$ cat config.mk
export PLATFORM = sky130hd
export DESIGN_NAME = axi4lite_cmd_master
export DESIGN_NICKNAME = d
export VERILOG_FILES = /design/src/rtl/axi4lite_cmd_master.sv
export SDC_FILE = /design/constraint.sdc
export NUM_CORES = 1
export LEC_CHECK = 0
export CORE_UTILIZATION = 40
export CTS_CLUSTER_SIZE = 10
export DETAILED_ROUTE_END_ITERATION = 16
export PLACE_DENSITY_LB_ADDON = 0.15
export SKIP_CTS_REPAIR_TIMING = 1
export SYNTH_ARGS = -nofsm -noshare
export SYNTH_HDL_FRONTEND = slang
export SYNTH_SLANG_ARGS = --single-unit
export TNS_END_PERCENT = 20
$ cat constraint.sdc
create_clock -name s_axi_aclk -period 3.2 [get_ports s_axi_aclk]
set_clock_uncertainty 0.05 [all_clocks]
set_input_delay 0.96 -clock s_axi_aclk [delete_from_list [all_inputs] [get_ports s_axi_aclk]]
set_output_delay 0.96 -clock s_axi_aclk [all_outputs]
set_load 0.02 [all_outputs]
$ cat src/rtl/axi4lite_cmd_master.sv
// Simple-command to AXI4-Lite master bridge.
//
// Accepts one read or write command at a time on a valid/ready command port,
// runs it as a single AXI4-Lite transaction and returns the response on a
// valid/ready response port. At most one transaction is outstanding.
//
// Ports:
//   s_axi_aclk, s_axi_areset   clock, synchronous active-high reset
//   cmd_*                      command: write flag, byte address, data, strobes
//   rsp_*                      response: write echo, read data, resp, timeout flag
//   m_axi_aw*/w*/b*/ar*/r*     AXI4-Lite master channels
//
// Optional feature (macro AXI4LITE_CMD_MASTER_TIMEOUT_EN): a watchdog aborts a
// transaction that spends TIMEOUT_CYCLES in any single AXI wait state. The
// abort drops valids/readies before their handshake, which breaks AXI rules;
// it exists only so a bench cannot hang on a dead slave. Without the macro no
// counter exists, rsp_timeout is tied 0 and the bridge waits indefinitely.
module axi4lite_cmd_master #(
  parameter int unsigned ADDR_W         = 5,
  parameter int unsigned DATA_W         = 32,
  parameter int unsigned TIMEOUT_CYCLES = 256
) (
  input  logic                s_axi_aclk,
  input  logic                s_axi_areset,
  input  logic                cmd_valid,
  output logic                cmd_ready,
  input  logic                cmd_write,
  input  logic [ADDR_W-1:0]   cmd_addr,
  input  logic [DATA_W-1:0]   cmd_wdata,
  input  logic [DATA_W/8-1:0] cmd_wstrb,
  output logic                rsp_valid,
  input  logic                rsp_ready,
  output logic                rsp_write,
  output logic [DATA_W-1:0]   rsp_rdata,
  output logic [1:0]          rsp_resp,
  output logic                rsp_timeout,
  output logic [ADDR_W-1:0]   m_axi_awaddr,
  output logic                m_axi_awvalid,
  input  logic                m_axi_awready,
  output logic [DATA_W-1:0]   m_axi_wdata,
  output logic [DATA_W/8-1:0] m_axi_wstrb,
  output logic                m_axi_wvalid,
  input  logic                m_axi_wready,
  input  logic [1:0]          m_axi_bresp,
  input  logic                m_axi_bvalid,
  output logic                m_axi_bready,
  output logic [ADDR_W-1:0]   m_axi_araddr,
  output logic                m_axi_arvalid,
  input  logic                m_axi_arready,
  input  logic [DATA_W-1:0]   m_axi_rdata,
  input  logic [1:0]          m_axi_rresp,
  input  logic                m_axi_rvalid,
  output logic                m_axi_rready
);

  localparam int unsigned StrbW = DATA_W / 8;

  if (TIMEOUT_CYCLES == 0 || DATA_W % 8 != 0) begin : g_bad_cfg
    $error("axi4lite_cmd_master: TIMEOUT_CYCLES must be > 0 and DATA_W a multiple of 8");
  end

  typedef enum logic [2:0] {StIdle, StWrAwW, StWrB, StRdAr, StRdR, StRsp} state_e;

  state_e              state_q, state_d;
  logic                aw_done_q, aw_done_d, w_done_q, w_done_d;
  logic [ADDR_W-1:0]   addr_q, addr_d;
  logic [DATA_W-1:0]   wdata_q, wdata_d;
  logic [StrbW-1:0]    wstrb_q, wstrb_d;
  logic                rsp_write_q, rsp_write_d;
  logic [DATA_W-1:0]   rsp_rdata_q, rsp_rdata_d;
  logic [1:0]          rsp_resp_q, rsp_resp_d;
  logic                cmd_ready_q, awvalid_q, wvalid_q, bready_q;
  logic                arvalid_q, rready_q, rsp_valid_q;

`ifdef AXI4LITE_CMD_MASTER_TIMEOUT_EN
  localparam int unsigned TmoW = $clog2(TIMEOUT_CYCLES + 1);
  logic [TmoW-1:0] tmo_cnt_q, tmo_cnt_d;
  logic            rsp_timeout_q, rsp_timeout_d;
  logic            tmo_abort;
`endif

  always_comb begin
    state_d     = state_q;
    aw_done_d   = aw_done_q;
    w_done_d    = w_done_q;
    addr_d      = addr_q;
    wdata_d     = wdata_q;
    wstrb_d     = wstrb_q;
    rsp_write_d = rsp_write_q;
    rsp_rdata_d = rsp_rdata_q;
    rsp_resp_d  = rsp_resp_q;

    unique case (state_q)
      StIdle: begin
        if (cmd_valid && cmd_ready_q) begin
          addr_d    = cmd_addr;
          wdata_d   = cmd_wdata;
          wstrb_d   = cmd_wstrb;
          aw_done_d = 1'b0;
          w_done_d  = 1'b0;
          state_d   = cmd_write ? StWrAwW : StRdAr;
        end
      end
      StWrAwW: begin
        if (awvalid_q && m_axi_awready) aw_done_d = 1'b1;
        if (wvalid_q && m_axi_wready)   w_done_d  = 1'b1;
        // Leave on the registered flags, so B is only opened once both
        // address and data have been seen as done for a full cycle.
        if (aw_done_q && w_done_q) state_d = StWrB;
      end
      StWrB: begin
        if (m_axi_bvalid && bready_q) begin
          rsp_write_d = 1'b1;
          rsp_rdata_d = '0;
          rsp_resp_d  = m_axi_bresp;
          state_d     = StRsp;
        end
      end
      StRdAr: begin
        if (arvalid_q && m_axi_arready) state_d = StRdR;
      end
      StRdR: begin
        if (m_axi_rvalid && rready_q) begin
          rsp_write_d = 1'b0;
          rsp_rdata_d = m_axi_rdata;
          rsp_resp_d  = m_axi_rresp;
          state_d     = StRsp;
        end
      end
      StRsp: begin
        if (rsp_valid_q && rsp_ready) state_d = StIdle;
      end
      default: state_d = StIdle;
    endcase

`ifdef AXI4LITE_CMD_MASTER_TIMEOUT_EN
    tmo_abort     = 1'b0;
    tmo_cnt_d     = '0;
    rsp_timeout_d = rsp_timeout_q;
    // Count only while parked in an AXI wait state; any state change clears.
    if (state_q != StIdle && state_q != StRsp && state_d == state_q) begin
      if (tmo_cnt_q == TmoW'(TIMEOUT_CYCLES - 1)) begin
        tmo_abort   = 1'b1;
        state_d     = StRsp;
        rsp_write_d = (state_q == StWrAwW) || (state_q == StWrB);
        rsp_rdata_d = '0;
        rsp_resp_d  = 2'b10;
      end else begin
        tmo_cnt_d = tmo_cnt_q + TmoW'(1);
      end
    end
    if (state_q != StRsp && state_d == StRsp) rsp_timeout_d = tmo_abort;
`endif
  end

  // Every handshake-visible output is registered from the next state.
  always_ff @(posedge s_axi_aclk) begin
    if (s_axi_areset) begin
      state_q     <= StIdle;
      aw_done_q   <= 1'b0;
      w_done_q    <= 1'b0;
      addr_q      <= '0;
      wdata_q     <= '0;
      wstrb_q     <= '0;
      rsp_write_q <= 1'b0;
      rsp_rdata_q <= '0;
      rsp_resp_q  <= '0;
      cmd_ready_q <= 1'b0;
      awvalid_q   <= 1'b0;
      wvalid_q    <= 1'b0;
      bready_q    <= 1'b0;
      arvalid_q   <= 1'b0;
      rready_q    <= 1'b0;
      rsp_valid_q <= 1'b0;
    end else begin
      state_q     <= state_d;
      aw_done_q   <= aw_done_d;
      w_done_q    <= w_done_d;
      addr_q      <= addr_d;
      wdata_q     <= wdata_d;
      wstrb_q     <= wstrb_d;
      rsp_write_q <= rsp_write_d;
      rsp_rdata_q <= rsp_rdata_d;
      rsp_resp_q  <= rsp_resp_d;
      cmd_ready_q <= (state_d == StIdle);
      awvalid_q   <= (state_d == StWrAwW) && !aw_done_d;
      wvalid_q    <= (state_d == StWrAwW) && !w_done_d;
      bready_q    <= (state_d == StWrB);
      arvalid_q   <= (state_d == StRdAr);
      rready_q    <= (state_d == StRdR);
      rsp_valid_q <= (state_d == StRsp);
    end
  end

`ifdef AXI4LITE_CMD_MASTER_TIMEOUT_EN
  always_ff @(posedge s_axi_aclk) begin
    if (s_axi_areset) begin
      tmo_cnt_q     <= '0;
      rsp_timeout_q <= 1'b0;
    end else begin
      tmo_cnt_q     <= tmo_cnt_d;
      rsp_timeout_q <= rsp_timeout_d;
    end
  end
  assign rsp_timeout = rsp_timeout_q;
`else
  assign rsp_timeout = 1'b0;
`endif

  assign cmd_ready     = cmd_ready_q;
  assign rsp_valid     = rsp_valid_q;
  assign rsp_write     = rsp_write_q;
  assign rsp_rdata     = rsp_rdata_q;
  assign rsp_resp      = rsp_resp_q;
  assign m_axi_awaddr  = addr_q;
  assign m_axi_araddr  = addr_q;
  assign m_axi_wdata   = wdata_q;
  assign m_axi_wstrb   = wstrb_q;
  assign m_axi_awvalid = awvalid_q;
  assign m_axi_wvalid  = wvalid_q;
  assign m_axi_bready  = bready_q;
  assign m_axi_arvalid = arvalid_q;
  assign m_axi_rready  = rready_q;

endmodule

======== Yosys cells after proc, flatten, opt, wreduce, memory -nomap -nowiden ========
Index checks and enable logic that the tools add are counted.
storage, ports and cells
  register bits ........................... 88
  input port bits ......................... 87
  output and inout bits ................... 89
  word-level logic and storage cells ...... 68
operators by class
  eq/ne operators ......................... 12
  mux-type cells .......................... 23
  reduce and logical (&&, ||, !) cells .... 17
operators by type and width
  cell                                                                    number
  32-bit 2-to-1 mux                                                       2
  32-bit one-hot mux with 2 select lines                                  1
  3-bit 2-to-1 mux                                                        6
  3-bit one-hot mux with 6 select lines                                   1
  3-bit by 2-bit equality test with 1-bit output (second input constant)  4
  3-bit equality test (second input constant)                             4
  1-bit logical AND                                                       10
  3-bit by 1-bit equality test with 1-bit output (second input constant)  2
  3-bit logical NOT                                                       2
  1-bit 2-to-1 mux                                                        6
  2-bit 2-to-1 mux                                                        3
  1-bit one-hot mux with 2 select lines                                   3
  2-bit inequality test (second input constant)                           2
  2-bit one-hot mux with 2 select lines                                   1
  3-bit AND reduction                                                     1
  1-bit logical NOT                                                       2
  2-bit AND reduction                                                     1
  2-bit nonzero test                                                      1

======== Longest topological paths before layout ========
  depth after elaboration ................. 5
  mapped depth ............................ 7
  depth with buffers taken out ............ 4

======== Worst setup path after synthesis ========
OpenSTA, ideal clock, no wires.
  kind .................................... input to register
  from .................................... input cmd_valid
  to ...................................... register awvalid_q, in the netlist m_axi_awvalid
  library setup time ...................... 92 ps
  arrival ................................. 1995 ps
  data required time ...................... 3058 ps
  setup slack ............................. 1063 ps
  stages .................................. 5
  buffers on the path ..................... 1
  path through ............................ nand2_1 -> or4_1 -> buf_2 -> and4_1 -> nor4_1
on the way
  word-level cells in the longest chain between the ends .. 5
  elaborated cells on any way between the ends .. 8
  those cells by class .................... eq/ne (1); mux (4); reduce/logical (3)
ends and longest elaborated chain
  what                                                                                            line  RTL
  from (decl)                                                                                     25    input logic cmd_valid,
  1-bit logical AND *                                                                             95    if (cmd_valid && cmd_ready_q) begin
  3-bit 2-to-1 mux or 1-bit 2-to-1 mux (tied branches)                                            95
  3-bit one-hot mux with 6 select lines or 1-bit one-hot mux with 2 select lines (tied branches)  93    unique case (state_q)
  3-bit by 1-bit equality test with 1-bit output or 1-bit logical NOT (tied branches)             186   awvalid_q <= (state_d == StWrAwW) && !aw_done_d;
  1-bit logical AND *                                                                             186
  to (signal assigned)                                                                            186
  to (decl)                                                                                       72    logic cmd_ready_q, awvalid_q, wvalid_q, bready_q;
Every way passes the cells marked *; elsewhere a longest branch is shown, timed or not.
A chain may end at the register's enable or synchronous reset.

======== Final worst setup path ========
  from .................................... input cmd_valid
  to ...................................... register wvalid_q, in the netlist m_axi_wvalid
on the way
  word-level cells in the longest chain between the ends .. 5
  elaborated cells on any way between the ends .. 8
  those cells by class .................... eq/ne (1); mux (4); reduce/logical (3)
ends and longest elaborated chain
  what                                                                                            line  RTL
  1-bit logical AND *                                                                             95
  3-bit 2-to-1 mux or 1-bit 2-to-1 mux (tied branches)                                            95
  3-bit one-hot mux with 6 select lines or 1-bit one-hot mux with 2 select lines (tied branches)  93
  3-bit by 1-bit equality test with 1-bit output or 1-bit logical NOT (tied branches)             187   wvalid_q <= (state_d == StWrAwW) && !w_done_d;
  1-bit logical AND *                                                                             187
  to (signal assigned)                                                                            187
  to (decl)                                                                                       72
Marks and branches as above.

==> results.md <==
- Worst Hold Class: reg2reg
- Core Box Area: 0.007408 mm^2
- Max Slew Vio Count: 0
- Yosys warns: 0
- Root buf cell: clkbuf_8
- First-pass GRT wire length: 14600 um
- Fin. Hold Viols: 0
- Max cap viols: 0
- Initial core utilization: 42.19%
- Nets: 607
- GRT Util Overall: 22.09%
- Sink Count: 88
- Cell Pwr Density: 484.2 mW/mm^2
- Drt wl/cell: 14.01 um
- Distinct cells, synth: 33
- Number of port buffers: 174
- Synthesized cell area: 0.003125 mm^2
- Crit Path Max Fanout: 5
- Main area contributors after synthesis: dfxtp_1 (56%), nand2_1 (10%), a22oi_1 (7.7%)
- Die Ht: 90.40 um
- Mapped Nets: 449
- Reg2Reg Depth: 5
- Drt pass-1 iters: 4
- Overflow after GRT: 0
- Dpl hpwl: 6056 um
- Yosys reg bits: 88
- Die span in x: 90.40 um
- Worst setup path class: in2reg
- Final WL: 8741 um
- Vias: 3116
- Largest area contributor in the netlist: dfxtp_1
- Peak Freq: 415.0 MHz
- Final setup viols: 0
- Antenna violations before repair: 0
- Layout filler cell count: 598
- Setup TNS Final: 0 ns
- CTS tree: built
- Hold_ws: 0.4054 ns
- Synth-to-Final Area Change: 63.77%
- Post-route ant nets: 0
- Min Tclk post-route: 2.410 ns
- Seq/Total Area, Yosys: 56.37%
- Post-Layout Cell Count: 624
- Worst EP arrival: 2.60 ns
- Number of buffers created by CTS: 9
- Critical Path End Type: flop
- Top-Level Pins: 176
- Syn Inst Count: 362
- Vias in the first global route: 3065
- Final Core Density: 69.09%
- RSZ-0062 raised after global routing: no
- Largest net degree at the start of global routing: 81
- DRT iter0 DRCs: 71
- Post-Place Cells: 608
- Share of cells above drive strength 1: 4.952%
- Placement Rows: 31
- CTS clk-pin slew, worst paths: 0.08 ns
- Startpoint types: input pin
- Placer Congestion: 0.8327
- H-tree levels: 3
- Top-area cell type share of the netlist area: 56.37%
- Hold-critical path depth: 2
- # diodes: 0
- Vias per cell: 4.994
- Syn Area/Cell: 8.634 um^2
- Worst vdd ir: 0.2919 mV
- Final cycle utilization of the critical path: 75.30%
- Clk_lat worst skew: 0.35 ns
- Clk buf depth: 2
- Leakage power: 1.809 nW
- WP data required: 3.39 ns
- Die area: 0.008171 mm^2
- Outcome: finished, final reports clean
- DRC: 0
metrics by stage:
| step | total power [mW] | setup slack (ns) | cell area [um^2] |
|---|---|---|---|
| floorplan | 1.421 | 1.063 | 3126 |
| global placement | 1.660 | 0.5370 | 4898 |
| detailed placement | 1.669 | 0.4471 | 4898 |
| CTS | 2.499 | 0.8047 | 5119 |
| global route | 2.593 | 0.7311 | 5119 |
| finish | 2.478 | 0.7904 | 5119 |
path summary, 6_finish.rpt:
kind / endpoint / slack, ns / from
min reg2reg: m_axi_wdata[16] / 0.41 / m_axi_wdata[16]
min: m_axi_wdata[16] / 0.41 / m_axi_wdata[16]
max: m_axi_wvalid / 0.79 / cmd_valid
max reg2reg: rsp_resp[1] / 1.23 / state_q[2]
layout make-up:
| type | count | area, um^2 | share of cell area [%] |
|---|---|---|---|
| well taps | 99 | 123.9 | 2.420 |
| clock inverters | 7 | 96.34 | 1.882 |
| clock buffers | 9 | 123.9 | 2.420 |
| inverters | 1 | 3.754 | 0.07333 |
| multi-input cells | 240 | 1215 | 23.74 |
| flip-flops and latches | 88 | 1762 | 34.42 |
| repair buffers | 180 | 1794 | 35.05 |
metal layers:
metal	wire length (um)	part of all wire, %	global-route usage (%)
met1	3727	43	25.70
met2	4105	47	37.47
met3	659	7.5	6.987
met4	248	2.8	9.140
met5	0	0	0
Yosys cell counts:
master,count
o21bai_1,1
nand2b_1,1
clkbuf_1,17
and2_1,1
a21oi_1,41
a32oi_1,2
nand2_1,87
and4_1,1
a22oi_1,32
nor3b_1,2
buf_2,9
nand3_1,2
a32o_1,1
a211oi_1,2
and2_0,1
conb_1,1
or4_1,1
a31oi_1,2
and3b_1,1
nor4_1,2
nor2_1,39
o2111a_1,1
dfxtp_1,88
nand4_1,1
nor4_2,1
o2111ai_1,1
nor3b_2,1
nor3_1,10
buf_4,7
inv_1,1
and3_1,1
or3_1,1
nor2b_1,3
power breakdown:
part | total (mW) | switching (mW) | leakage (nW) | internal (mW)
Sequential | 1.18 | 0.0341 | 0.713 | 1.15
Clock | 0.837 | 0.398 | 0.101 | 0.439
Combinational | 0.459 | 0.224 | 0.995 | 0.235
Total | 2.48 | 0.655 | 1.81 | 1.82
flip-flops by register name, summed over array words and instances (netlist names):
register,count
m_axi_wdata,32
m_axi_awvalid,1
m_axi_bready,1
state_q,3
aw_done_q,1
rsp_write,1
rsp_resp,2
m_axi_araddr,5
m_axi_rready,1
m_axi_wstrb,4
rsp_valid,1
cmd_ready,1
w_done_q,1
rsp_rdata,32
m_axi_wvalid,1
m_axi_arvalid,1
critical path: stages:
cell and delay [ns]:
clkdlybuf4s50_1 0.46, nand2_1 0.09, or4_1 0.51, and4_1 0.28
nor4_1 0.30
layout by cell type, fill, tap and decap left out, types with 3 or more instances in the layout:
cell,synthesis,final
a21oi_1,41,41
a22oi_1,32,32
buf_4,7,5
clkbuf_8,0,9
clkdlybuf4s50_1,0,173
clkinvlp_4,0,3
dfxtp_1,88,88
nand2_1,87,87
nor2_1,39,39
nor2b_1,3,3
nor3_1,10,10
cells by family (layout without fill, tap and decap cells):
family                 Yosys count  count (layout)  share of synthesized area, %
other                            1               1                        0.1200
buffers and inverters           34             197                         5.284
AND/OR/NAND/NOR                156             156                         21.34
flip-flops                      88              88                         56.37
AO/OA/AOI/OAI                   83              83                         16.89
(Power assumes the default switching activity.)
